===== src/rtl/floo_axi_rw_initiator.sv =====
`default_nettype none
// ============================================================================
// Module   : floo_axi_rw_initiator
// Brief    : Self-checking AXI4 traffic initiator. Each transaction writes one
//            INCR burst of a seeded pattern, waits for B, reads the same burst
//            back and checks every R beat. One transaction in flight at a time.
// Revision : 1.0 - initial release
// ============================================================================

package floo_axi_rw_pkg;
    typedef struct packed {
        logic [2:0]  id;
        logic [47:0] addr;
        logic [7:0]  len;
        logic [2:0]  size;
        logic [1:0]  burst;
        logic        lock;
        logic [3:0]  cache;
        logic [2:0]  prot;
        logic [3:0]  qos;
        logic [3:0]  region;
        logic [5:0]  atop;
        logic [0:0]  user;
    } axi_aw_chan_t;

    typedef struct packed {
        logic [511:0] data;
        logic [63:0]  strb;
        logic         last;
        logic [0:0]   user;
    } axi_w_chan_t;

    typedef struct packed {
        logic [2:0] id;
        logic [1:0] resp;
        logic [0:0] user;
    } axi_b_chan_t;

    typedef struct packed {
        logic [2:0]  id;
        logic [47:0] addr;
        logic [7:0]  len;
        logic [2:0]  size;
        logic [1:0]  burst;
        logic        lock;
        logic [3:0]  cache;
        logic [2:0]  prot;
        logic [3:0]  qos;
        logic [3:0]  region;
        logic [0:0]  user;
    } axi_ar_chan_t;

    typedef struct packed {
        logic [2:0]   id;
        logic [511:0] data;
        logic [1:0]   resp;
        logic         last;
        logic [0:0]   user;
    } axi_r_chan_t;

    typedef struct packed {
        axi_aw_chan_t aw;
        logic         aw_valid;
        axi_w_chan_t  w;
        logic         w_valid;
        logic         b_ready;
        axi_ar_chan_t ar;
        logic         ar_valid;
        logic         r_ready;
    } axi_req_t;

    typedef struct packed {
        logic        aw_ready;
        logic        ar_ready;
        logic        w_ready;
        logic        b_valid;
        axi_b_chan_t b;
        logic        r_valid;
        axi_r_chan_t r;
    } axi_rsp_t;
endpackage

module floo_axi_rw_initiator #(
    parameter int unsigned         AddrWidth = 48,
    parameter int unsigned         DataWidth = 512,
    parameter int unsigned         IdWidth   = 3,
    parameter int unsigned         UserWidth = 1,
    parameter int unsigned         BurstLen  = 4,
    parameter logic [IdWidth-1:0]  TxnId     = '0,
    parameter logic [31:0]         Seed      = 32'hCAFE_0000,
    parameter type                 axi_req_t = floo_axi_rw_pkg::axi_req_t,
    parameter type                 axi_rsp_t = floo_axi_rw_pkg::axi_rsp_t
) (
    input  logic                 clk_i,
    input  logic                 rst_ni,
    input  logic                 start_i,
    input  logic [AddrWidth-1:0] base_addr_i,
    input  logic [15:0]          num_txns_i,
    output axi_req_t             axi_req_o,
    input  axi_rsp_t             axi_rsp_i,
    output logic                 busy_o,
    output logic                 done_o,
    output logic [15:0]          err_cnt_o,
    output logic [AddrWidth-1:0] first_err_addr_o
);

    localparam int unsigned         StrbWidth = DataWidth / 8;
    localparam int unsigned         SizeLog   = $clog2(StrbWidth);
    localparam int unsigned         Lanes     = DataWidth / 32;
    localparam logic [AddrWidth-1:0] TxnStride = AddrWidth'(BurstLen * StrbWidth);
    localparam logic [7:0]          LastBeat  = 8'(BurstLen - 1);

    typedef enum logic [2:0] {
        IDLE = 3'd0,
        AW   = 3'd1,
        W    = 3'd2,
        B    = 3'd3,
        AR   = 3'd4,
        R    = 3'd5,
        DONE = 3'd6
    } state_e;

    state_e               state_q, state_d;
    logic [AddrWidth-1:0] addr_q, addr_d;          // A(k) of the current transaction
    logic [15:0]          k_q, k_d;
    logic [15:0]          num_q, num_d;
    logic [7:0]           beat_q, beat_d;
    logic [31:0]          txn_pat_q, txn_pat_d;    // k*BurstLen, pattern index of beat 0
    logic [15:0]          err_cnt_q, err_cnt_d;
    logic [AddrWidth-1:0] first_err_q, first_err_d;

    logic [31:0]          w_pattern;
    logic [DataWidth-1:0] w_data;
    logic                 w_is_last;
    logic                 w_err;
    logic [AddrWidth-1:0] w_err_addr;
    logic [2*UserWidth-1:0] w_unused_rsp;

    assign w_pattern    = Seed ^ (txn_pat_q + 32'(beat_q));
    assign w_data       = {Lanes{w_pattern}};
    assign w_is_last    = (beat_q == LastBeat);
    assign w_unused_rsp = {axi_rsp_i.b.user, axi_rsp_i.r.user};

    // State and datapath registers
    always_ff @(posedge clk_i or negedge rst_ni) begin
        if (!rst_ni) begin
            state_q     <= IDLE;
            addr_q      <= '0;
            k_q         <= '0;
            num_q       <= '0;
            beat_q      <= '0;
            txn_pat_q   <= '0;
            err_cnt_q   <= '0;
            first_err_q <= '0;
        end else begin
            state_q     <= state_d;
            addr_q      <= addr_d;
            k_q         <= k_d;
            num_q       <= num_d;
            beat_q      <= beat_d;
            txn_pat_q   <= txn_pat_d;
            err_cnt_q   <= err_cnt_d;
            first_err_q <= first_err_d;
        end
    end

    // Next-state, beat sequencing, response checking and error logging
    always_comb begin
        state_d     = state_q;
        addr_d      = addr_q;
        k_d         = k_q;
        num_d       = num_q;
        beat_d      = beat_q;
        txn_pat_d   = txn_pat_q;
        err_cnt_d   = err_cnt_q;
        first_err_d = first_err_q;
        w_err       = 1'b0;
        w_err_addr  = '0;

        case (state_q)
            IDLE, DONE: begin
                if (start_i) begin
                    addr_d      = base_addr_i;
                    num_d       = num_txns_i;
                    k_d         = '0;
                    beat_d      = '0;
                    txn_pat_d   = '0;
                    err_cnt_d   = '0;
                    first_err_d = '0;
                    state_d     = (num_txns_i == 16'd0) ? DONE : AW;
                end
            end
            AW: if (axi_rsp_i.aw_ready) begin
                beat_d  = '0;
                state_d = W;
            end
            W: if (axi_rsp_i.w_ready) begin
                if (w_is_last) begin
                    beat_d  = '0;
                    state_d = B;
                end else begin
                    beat_d = beat_q + 8'd1;
                end
            end
            B: if (axi_rsp_i.b_valid) begin
                if ((axi_rsp_i.b.resp != 2'b00) || (axi_rsp_i.b.id != TxnId)) begin
                    w_err      = 1'b1;
                    w_err_addr = addr_q;
                end
                state_d = AR;
            end
            AR: if (axi_rsp_i.ar_ready) begin
                beat_d  = '0;
                state_d = R;
            end
            R: if (axi_rsp_i.r_valid) begin
                if ((axi_rsp_i.r.data != w_data) || (axi_rsp_i.r.resp != 2'b00) ||
                    (axi_rsp_i.r.id != TxnId) || (axi_rsp_i.r.last != w_is_last)) begin
                    w_err      = 1'b1;
                    w_err_addr = addr_q + (AddrWidth'(beat_q) << SizeLog);
                end
                if (w_is_last) begin
                    beat_d    = '0;
                    k_d       = k_q + 16'd1;
                    addr_d    = addr_q + TxnStride;
                    txn_pat_d = txn_pat_q + 32'(BurstLen);
                    state_d   = ((k_q + 16'd1) == num_q) ? DONE : AW;
                end else begin
                    beat_d = beat_q + 8'd1;
                end
            end
            default: state_d = IDLE;
        endcase

        // Only the first error since start records its address; count saturates
        if (w_err) begin
            if (err_cnt_q == 16'd0) first_err_d = w_err_addr;
            if (err_cnt_q != 16'hFFFF) err_cnt_d = err_cnt_q + 16'd1;
        end
    end

    // AXI request channels, payload only driven while the channel is active
    always_comb begin
        axi_req_o = '0;
        case (state_q)
            AW: begin
                axi_req_o.aw_valid   = 1'b1;
                axi_req_o.aw.id      = TxnId;
                axi_req_o.aw.addr    = addr_q;
                axi_req_o.aw.len     = LastBeat;
                axi_req_o.aw.size    = 3'(SizeLog);
                axi_req_o.aw.burst   = 2'b01;
                axi_req_o.aw.user    = {UserWidth{1'b0}};
            end
            W: begin
                axi_req_o.w_valid    = 1'b1;
                axi_req_o.w.data     = w_data;
                axi_req_o.w.strb     = {StrbWidth{1'b1}};
                axi_req_o.w.last     = w_is_last;
            end
            B:  axi_req_o.b_ready    = 1'b1;
            AR: begin
                axi_req_o.ar_valid   = 1'b1;
                axi_req_o.ar.id      = TxnId;
                axi_req_o.ar.addr    = addr_q;
                axi_req_o.ar.len     = LastBeat;
                axi_req_o.ar.size    = 3'(SizeLog);
                axi_req_o.ar.burst   = 2'b01;
            end
            R:  axi_req_o.r_ready    = 1'b1;
            default: ;
        endcase
    end

    assign busy_o           = (state_q != IDLE) && (state_q != DONE);
    assign done_o           = (state_q == DONE);
    assign err_cnt_o        = err_cnt_q;
    assign first_err_addr_o = first_err_q;

endmodule
`default_nettype wire

===== config.mk =====
export PLATFORM = sky130hd
export DESIGN_NAME = floo_axi_rw_initiator
export DESIGN_NICKNAME = d
export VERILOG_FILES = /design/src/rtl/floo_axi_rw_initiator.sv
export SDC_FILE = /design/constraint.sdc
export NUM_CORES = 1
export LEC_CHECK = 0
export ABC_AREA = 1
export BUFFER_PORTS_ARGS = -buffer_cell sky130_fd_sc_hd__buf_2
export CAP_MARGIN = 15
export CORE_AREA = 10 10 536 538
export DETAILED_ROUTE_END_ITERATION = 16
export DIE_AREA = 0 0 546 548
export GPL_ROUTABILITY_DRIVEN = 0
export GPL_TIMING_DRIVEN = 0
export PLACE_DENSITY_LB_ADDON = 0.05
export SLEW_MARGIN = 20
export SYNTH_ARGS = -nofsm -noshare
export SYNTH_HDL_FRONTEND = slang
export SYNTH_SLANG_ARGS = --single-unit

===== constraint.sdc =====
create_clock -name clk_i -period 8 [get_ports clk_i]
set_clock_uncertainty 0.2 [all_clocks]
set_input_delay 0.8 -clock clk_i [delete_from_list [all_inputs] [get_ports clk_i]]
set_output_delay 0.8 -clock clk_i [all_outputs]
set_load 0.01 [all_outputs]

# After elaboration in Yosys (flattened, before gate mapping)
# Index checks and enable logic that the tools add are counted.
# totals
regBits	187
input_bits	597
output_inout_bits	817
word_cells	112
# classes
add_sub_neg	7
n_eq_ne	20
n_mux	56
bitwise_logic	1
reduce_logical	20
# ops
operator	count
2-to-1 mux 577 bit	1
2-to-1 mux 48 bit	11
!= test 512 bit	1
one-hot mux 48 bit (2 select lines)	2
2-to-1 mux 61 bit	2
2-to-1 mux 16 bit	7
2-to-1 mux 32 bit	3
one-hot mux 32 bit (2 select lines)	1
adder 48 x 14 -> 48 bit	1
adder 48 x 9 -> 48 bit (second input constant)	1
2-to-1 mux 8 bit	6
one-hot mux 8 bit (5 select lines)	1
adder 16 x 1 -> 16 bit (second input constant)	2
adder 32 x 3 -> 32 bit (second input constant)	1
adder 32 x 8 -> 32 bit	1
zero test 16 bit	2
one-hot mux 16 bit (2 select lines)	1
2-to-1 mux 3 bit	10
one-hot mux 3 bit (6 select lines)	1
equality test 16 bit	1
!= test 16 bit (second input constant)	1
!= test 2 bit (second input constant)	8
inverter 11 bit	1
equality test 3 bit (second input constant)	3
19 further kinds	35

# Depth between registers and ports, before layout
# Gate-level depths: netlist (run 1).
# depth
depth_word	11
depth_mapped	28
depth_no_buf	26

# Worst setup path after synthesis (run 1)
# Ideal clock, no wire load.
# synth_timing
path_type	flip-flop to output port
from	register state_q[0]
to	output port axi_req_o[206] (netlist name)
arrival_time_ps	4779
required_ps	7000
path_slack_ps	2221
stages_incl_launch_ff	8
n_path_buf	2
path_cell_list	dfrtp_1 > inv_1 > nand2_1 > nor2_1 > clkinv_1 > clkbuf_1 > nor2_1 > buf_4
# synth_rtl
element	line_no	rtl
start: declaration	123	state_e state_q, state_d;
start signal: assignment	156	state_q <= state_d;
end: declaration	99	output axi_req_t axi_req_o,

# Worst setup path in the final report (run 1)
# layout_timing
from	register beat_q[7]
to	register err_cnt_q[2] (netlist: err_cnt_o[2])
# layout_via
elab_chain_len	10
word_cells_on_any_way	12
cone_classes	add/sub (1); eq/ne (3); mux (4); bitwise (1); reduce/logical (3)
# layout_lines
element	line_no	rtl
start: declaration	127	logic [7:0] beat_q, beat_d;
start signal: assignment	160	beat_q <= beat_d;
adder 32 x 8 -> 32 bit	139	assign w_pattern = Seed ^ (txn_pat_q + 32'(beat_q));
inverter 11 bit (no source line)	n/a	
!= test 512 bit	217	if ((axi_rsp_i.r.data != w_data) || (axi_rsp_i.r.resp != 2'b00) ||
logical OR 1 bit (2 in a row)	217	
logical OR 1 bit (*)	218	(axi_rsp_i.r.id != TxnId) || (axi_rsp_i.r.last != w_is_last)) begin
2-to-1 mux 1 bit (*)	217	
2-to-1 mux 1 bit (*)	216	R: if (axi_rsp_i.r_valid) begin
one-hot mux 1 bit (2 select lines) (*)	180	case (state_q)
2-to-1 mux 16 bit (*)	236	if (w_err) begin
named net err_cnt_d[2]	129	logic [15:0] err_cnt_q, err_cnt_d;
end signal: assignment	162	err_cnt_q <= err_cnt_d;
end: declaration	129	
# The timed path passes the listed nets; every way through them passes the cells marked *.
# A chain may end at the register's enable or synchronous reset.

==> impl_metrics.env, run 1 <==
export IMPL_worstPathArrival_ps=6290
export IMPL_dp_hpwl_um=213000
export IMPL_synth_area_top_cells="nand2_1 (19%), buf_4 (18%), dfrtp_1 (18%)"
export IMPL_start_util=0.0920
export IMPL_synthArstFlopShare=1.00
export IMPL_rsz0062_at_grt="no"
export IMPL_grt_overflow=0
export IMPL_clkPwrFrac=0.141
export IMPL_finalCritPeriodShare=0.758
export IMPL_finalCriticalPeriod_ps=6060
export IMPL_yosysMostFrequentCell="nand2_1"
export IMPL_whs_ps=285
export IMPL_clk_pin_slew_ps=100
export IMPL_grt_max_degree=67
export IMPL_cp_slowest_stage_delay_ps=860
export IMPL_synth_top_area_share=0.190
export IMPL_io_buffers=1348
export IMPL_cp_slowest_cell="o21ai_0"
export IMPL_p_leak_nw=21.0
export IMPL_crit_type="register to register"
export IMPL_peakVddDrop_uv=168
export IMPL_grt_pass1_wl_um=309000
export IMPL_clockBufferDepth=2
export IMPL_worst_path_most_repeated_cell="nand2_1"
export IMPL_slew_headroom=0.242
export IMPL_insertion_delay_ps=540
export IMPL_yosysTopAreaCell="nand2_1"
export IMPL_avgSynthCellArea_um2=5.85
export IMPL_nNetsFinal=6402
export IMPL_p_sw_mw=3.58
export IMPL_post_place_ws_ps=1520
export IMPL_drc=0
export IMPL_setup_ws_ps=1940
export IMPL_cts_sinks=185
export IMPL_hold_violations=0
export IMPL_ys_flop_type="dfrtp_1"
export IMPL_finalSetupTns_ps=0
export IMPL_post_cts_buffers=0
export IMPL_dr_pass1_iters=6
export IMPL_path_cells="ha_1 -> a21oi_2 -> nor2_1 -> inv_1 -> nand2_2 -> buf_6 -> nand2_1 -> nand2_1 -> nand2_1 -> buf_2 -> o21ai_0 -> nand3_1 -> nor2_1 -> nand2_1 -> nor2_1 -> nand2_1 -> nor2_1 -> nand3_2 -> nand2_2 -> nand3_1 -> o21ai_0"
export IMPL_cts_resized=0
export IMPL_syn_to_final_growth_pct=50.2
export IMPL_root_buffer="clkbuf_16"
export IMPL_synthCells=4341
export IMPL_setup_violations=0
export IMPL_grt_pass1_vias=31380
export IMPL_dpl_cell_area_mm2=0.0373
export IMPL_grt_antenna_before_repair=307
export IMPL_synth_edff_count=0
export IMPL_die_width_um=546
export IMPL_finalInstanceArea_mm2=0.0381
export IMPL_core_area_mm2=0.276
export IMPL_wl_um=240000
export IMPL_cts_hold_buffers=1
export IMPL_fp_dieArea_mm2=0.299
export IMPL_rows=193
export IMPL_synth_seq_cells=185
export IMPL_ys_seq_area_frac=0.182
export IMPL_hold_path_class="primary input to register"
export IMPL_crit_path_max_fanout=10
export IMPL_p_int_mw=3.25
export IMPL_dp_cells=9469
export IMPL_maxCapViolCount=0
export IMPL_cts_inserted_buffers=17
export IMPL_h_tree_depth=4
export IMPL_ant_nets=0
export IMPL_ys_types=58
export IMPL_netlist_top_cells_count="nand2_1 (1287), buf_4 (623), nor2_1 (579)"
export IMPL_syn_area_mm2=0.0254
export IMPL_grt_use_total=0.152
export IMPL_top_level_ports=1414
export IMPL_tritoncts="done"
export IMPL_drt_iter0_drc=1896
export IMPL_swShare=0.525
export IMPL_crit_path_start_kind="register"
export IMPL_drv_slew=0
export IMPL_yosys_warnings=0
export IMPL_fin_cells=9578
export IMPL_powerDensity_mw_per_mm2=179
export IMPL_vias_per_cell=3.37
export IMPL_vias=32309
export IMPL_status="finished clean"
export IMPL_seqPwrFrac=0.196
export IMPL_wl_per_cell_um=25.0
export IMPL_drive_gt1_frac=0.380
export IMPL_crit_required_ps=8230
export IMPL_tightest_slew_ps=1130
export IMPL_die_y_um=548
export IMPL_fmax_ghz=0.165
export IMPL_combPwrFrac=0.663
export IMPL_end_kind="register"
[per-stage QoR]
stage          utilization  power (mW)
3_5_place_dp         0.135        6.06
6_report             0.138        6.83
5_1_grt              0.138        7.41
2_1_floorplan            -        3.75
4_1_cts              0.137        7.09
3_3_place_gp         0.134        6.08
[path summary, 6_finish.rpt]
check / start / endpoint / slack [ps] / cells after the start
min: base_addr_i[0] / addr_q[0] / 290 / 3
max in group asynchronous: rst_ni / txn_pat_q[19] / 5730 / 4
min reg2reg: num_q[1] / num_q[1] / 300 / 2
min in group asynchronous: rst_ni / addr_q[13] / 610 / 2
max: beat_q[7] / err_cnt_o[2] / 1940 / 21
max reg2reg: beat_q[7] / err_cnt_o[2] / 1940 / 21
[cells in the final DEF (no fill, tap or decap), drive strengths merged, types with 4 or more instances in the layout]
cell,n
nor2,589
nand2,1332
o21ai,202
o221ai,5
a211oi,4
nor3,63
nor4,30
nand4,55
o211ai,7
a21oi,68
nand3,293
a221o,4
ha,20
buf,2029
or2,10
xnor2,25
inv,513
a22oi,30
conb,63
diode,76
o22ai,13
nand3b,15
xor2,113
clkinv,14
a31oi,5
clkbuf,79
dfrtp,185
[layer usage]
| metal | up-vias | share of wire | GRT usage |
|---|---|---|---|
| met3 | 455 | 0.076 | 0.0483 |
| met5 | - | 0.0027 | 0 |
| met2 | 1320 | 0.49 | 0.276 |
| li1 | 15830 | - | - |
| met4 | 98 | 0.012 | 0.00703 |
| met1 | 14606 | 0.42 | 0.183 |
[power groups by stage]
| stage | registers [mW] | logic (mW) | clock network, mW |
|---|---|---|---|
| 2_1_floorplan | 1.26 | 2.49 | 0 |
| 3_3_place_gp | 1.37 | 4.71 | 0 |
| 3_5_place_dp | 1.37 | 4.69 | 0 |
| 4_1_cts | 1.35 | 4.71 | 1.03 |
| 5_1_grt | 1.37 | 4.98 | 1.05 |
| 6_report | 1.34 | 4.53 | 0.960 |
[kinds of logic (layout without fill, tap and decap cells)]
logic type                 after synthesis  count (layout)  synth area share
and+or+nand+nor                       2400            2400             0.398
other                                    1             139          0.000148
AOI/OAI and AO/OA                      353             353            0.0793
xor gates and xnor gates               138             138            0.0479
DFF                                    185             185             0.182
buffers and inverters                 1243            2637             0.282
adders and majority gates               21              21            0.0106
[critical path: cells and delay by family (launching register included)]
family          cells  cell delay (ps)
buf+inv             3              640
flops               1              620
simple gates       14             2530
fa+ha+maj           1              570
compound gates      3             1300
[sequential cells by signal, indices dropped and copies added (netlist names)]
signal and count:
state_q 3, err_cnt_o 16, k_q 16, num_q 16, txn_pat_q 30, addr_q 48
beat_q 8, first_err_addr_o 48
[final cells by class]
| class | count | area, µm² |
|---|---|---|
| fillers | 32602 | 238000 |
| multi-input cells | 2975 | 13900 |
| repair buffers | 1362 | 6990 |
| plain buffers | 729 | 5240 |
| well taps | 3705 | 4640 |
| flip-flops and latches | 185 | 4630 |
| inverters | 514 | 1930 |
| clock buffers | 18 | 429 |
| diodes | 76 | 190 |
| clock inverters | 14 | 151 |
(Power assumes the default switching activity.)
==> run 2: changes to the inputs <==
--- a/config.mk
+++ b/config.mk
@@ -5,12 +5,12 @@
 export SDC_FILE = /design/constraint.sdc
 export NUM_CORES = 1
 export LEC_CHECK = 0
-export ABC_AREA = 1
+export ABC_AREA = 0
 export BUFFER_PORTS_ARGS = -buffer_cell sky130_fd_sc_hd__buf_2
 export CAP_MARGIN = 15
-export CORE_AREA = 10 10 536 538
+export CORE_AREA = 10 10 538 540
 export DETAILED_ROUTE_END_ITERATION = 16
-export DIE_AREA = 0 0 546 548
+export DIE_AREA = 0 0 548 550
 export GPL_ROUTABILITY_DRIVEN = 0
 export GPL_TIMING_DRIVEN = 0
 export PLACE_DENSITY_LB_ADDON = 0.05
==> constraint.sdc (replaced) <==
create_clock -name clk_i -period 4.9 [get_ports clk_i]
set_clock_uncertainty 0.2 [all_clocks]
set_input_delay 0.49 -clock clk_i [delete_from_list [all_inputs] [get_ports clk_i]]
set_output_delay 0.49 -clock clk_i [all_outputs]
set_load 0.01 [all_outputs]
==> run 2 against run 1 <==
Effect of this change:
- combinational power up 72%
- fmax up 14%
- cell count down 10%
- global-route usage up 2.1 points
- count of clock-buffer cells in the layout unchanged
- hold slack got worse by 220 ps
- worst setup slack got worse by 2300 ps
- sequential cell count stayed put
- the run now ends with setup timing left
==> impl_metrics.env, run 2 <==
export IMPL_syn_area_mm2=0.0231
export IMPL_drive_gt1_frac=0.533
export IMPL_hold_violations=0
export IMPL_ys_flop_type="dfrtp_1"
export IMPL_crit_buf_inv=7
export IMPL_clkPwrFrac=0.138
export IMPL_root_buffer="clkbuf_16"
export IMPL_syn_to_final_growth_pct=73.1
export IMPL_rows=194
export IMPL_powerDensity_mw_per_mm2=294
export IMPL_start_util=0.0829
export IMPL_fmax_ghz=0.189
export IMPL_combPwrFrac=0.664
export IMPL_netlist_top_cells_count="buf_4 (624), nand2_1 (328), dfrtp_1 (185)"
export IMPL_clk_pin_slew_ps=90
export IMPL_crit_required_ps=5130
export IMPL_insertion_delay_ps=550
export IMPL_dp_hpwl_um=244000
export IMPL_synthCells=3130
export IMPL_ys_types=105
export IMPL_yosys_warnings=0
export IMPL_setup_ws_ps=-401
export IMPL_die_y_um=550
export IMPL_crit_path_start_kind="register"
export IMPL_synth_seq_cells=185
export IMPL_grt_overflow=0
export IMPL_tightest_slew_ps=1200
export IMPL_grt_antenna_before_repair=264
export IMPL_finalCritPeriodShare=1.08
export IMPL_top_level_ports=1414
export IMPL_wl_per_cell_um=32.2
export IMPL_finalSetupTns_ps=-19710
export IMPL_worstPathArrival_ps=5530
export IMPL_dpl_cell_area_mm2=0.0355
export IMPL_vias=31553
export IMPL_synth_area_top_cells="buf_4 (20%), dfrtp_1 (20%), nand2_1 (5.3%)"
export IMPL_finalInstanceArea_mm2=0.0400
export IMPL_grt_max_degree=69
export IMPL_seqPwrFrac=0.198
export IMPL_fp_dieArea_mm2=0.301
export IMPL_grt_pass1_vias=30208
export IMPL_yosysTopAreaCell="buf_4"
export IMPL_yosysMostFrequentCell="buf_4"
export IMPL_cts_inserted_buffers=17
export IMPL_vias_per_cell=3.67
export IMPL_violations="setup timing"
export IMPL_finalPower_mw=11.8
export IMPL_synth_top_area_share=0.203
export IMPL_slew_headroom=0.194
export IMPL_tritoncts="done"
export IMPL_wl_um=277000
export IMPL_maxCapViolCount=0
export IMPL_nNetsFinal=5411
export IMPL_io_buffers=1348
export IMPL_finalCriticalPeriod_ps=5300
export IMPL_rsz0062_at_grt="yes"
export IMPL_drt_iter0_drc=2274
export IMPL_p_sw_mw=6.26
export IMPL_r2r_setup_slack_ps=-400
export IMPL_cts_sinks=185
export IMPL_grt_pass1_wl_um=345000
export IMPL_crit_path_max_fanout=7
export IMPL_core_area_mm2=0.278
export IMPL_synthArstFlopShare=1.00
export IMPL_peakVddDrop_uv=315
export IMPL_setup_violations=64
export IMPL_clockBufferDepth=2
export IMPL_final_cell_mix="buf_2 (1354), buf_4 (758), nand2_1 (309)"
export IMPL_dr_pass1_iters=5
export IMPL_crit_type="register to register"
export IMPL_cp_slowest_cell="nor4_1"
export IMPL_end_kind="register"
export IMPL_p_leak_nw=19.3
export IMPL_die_width_um=548
export IMPL_swShare=0.532
export IMPL_ys_seq_area_frac=0.201
export IMPL_status="finished, violations left"
export IMPL_drv_slew=0
export IMPL_layout_commonest_cell="buf_2"
export IMPL_p_int_mw=5.50
export IMPL_drc=0
export IMPL_synth_edff_count=0
export IMPL_ant_nets=0
export IMPL_whs_ps=67.0
export IMPL_hold_path_class="primary input to register"
export IMPL_crit_family="simple AND/OR/NAND/NOR gates"
export IMPL_h_tree_depth=4
export IMPL_avgSynthCellArea_um2=7.37
export IMPL_cp_slowest_stage_delay_ps=900
export IMPL_path_cells="ha_4 -> nand4_1 -> buf_4 -> o221ai_4 -> clkbuf_8 -> buf_4 -> buf_4 -> nand4_1 -> nor4_1 -> a211oi_1 -> nand4_1 -> nor4_4 -> nand3_4 -> buf_12 -> o31ai_4 -> buf_6 -> nor3_4 -> clkbuf_16 -> nand3b_1 -> o21ai_1"
export IMPL_grt_use_total=0.173
-- run 2: final timing paths --
path	start	to	cells after the start
setup / recovery	txn_pat_q[4]	first_err_addr_o[44]	20
hold / removal	base_addr_i[15]	addr_q[15]	2
setup reg to reg	txn_pat_q[4]	first_err_addr_o[44]	20
hold reg to reg	num_q[0]	num_q[0]	2
max in group asynchronous	rst_ni	txn_pat_q[12]	3
min in group asynchronous	rst_ni	first_err_addr_o[40]	2
-- run 2: worst reg2reg max path, cell delays in order, from the launching register on --
cell and delay, ps:
dfrtp_2 470, ha_4 350, nand4_1 150, buf_4 190, o221ai_4 190, clkbuf_8 190, buf_4 140, buf_4 160
nand4_1 160, nor4_1 900, a211oi_1 110, nand4_1 190, nor4_4 70, nand3_4 90, buf_12 140, o31ai_4 110
buf_6 160, nor3_4 700, clkbuf_16 350, nand3b_1 120, o21ai_1 80
-- run 2: cell type report --
type	count	area, µm²
antenna	62	155
buffer	762	5570
clock buffer	18	439
clock inverter	14	171
fill	32353	238000
inverter	52	200
multi-input combinational	2185	15000
sequential	185	4650
tap	3724	4660
timing repair buffer	1590	9140
-- run 2: timing repair --
| item | CTS | global route |
|---|---|---|
| cloned | 11 | 1 |
| endpoints found under the hold margin | 111 | 0 |
| hold buffers | 47 | 0 |
| setup buffers | 120 | 25 |
| pin swaps | 87 | 15 |
| endpoints found under the setup margin | 535 | 148 |
| resized for setup | 397 | 48 |
-- run 2: logic make-up after synthesis --
kind of cell	Yosys count	synth area share
AO/OA/AOI/OAI	576	0.168
multiplexers	69	0.0305
adder cells (fa/ha/maj)	22	0.0121
AND/OR/NAND/NOR	1367	0.316
XOR/XNOR	87	0.0357
flip-flops	185	0.201
other	1	0.000163
buffers and inverters	823	0.237
-- run 2: power groups by stage --
stage	logic, mW	clock network, mW	registers [mW]
after floorplan	3.65	0	2.13
after global placement	7.59	0	2.37
after detailed placement	7.54	0	2.37
after CTS	7.97	1.72	2.34
after global routing	8.40	1.76	2.37
final	7.81	1.62	2.32
-- run 2: metrics by stage --
stage	worst slack [ps]	cells	util
after floorplan	56.4	3192	-
after global placement	-5060	8264	0.125
after detailed placement	-3300	8306	0.127
after CTS	-435	8508	0.142
after global routing	-562	8533	0.143
final	-401	8592	0.144
-- run 2: layer usage --
metal	routed length [µm]	track usage	share of wire	vias up
met1	124000	0.234	0.45	15340
li1	-	-	-	14155
met2	126000	0.283	0.46	1576
met5	517	0	0.0019	-
met4	2910	0.0114	0.010	82
met3	23000	0.0501	0.083	400
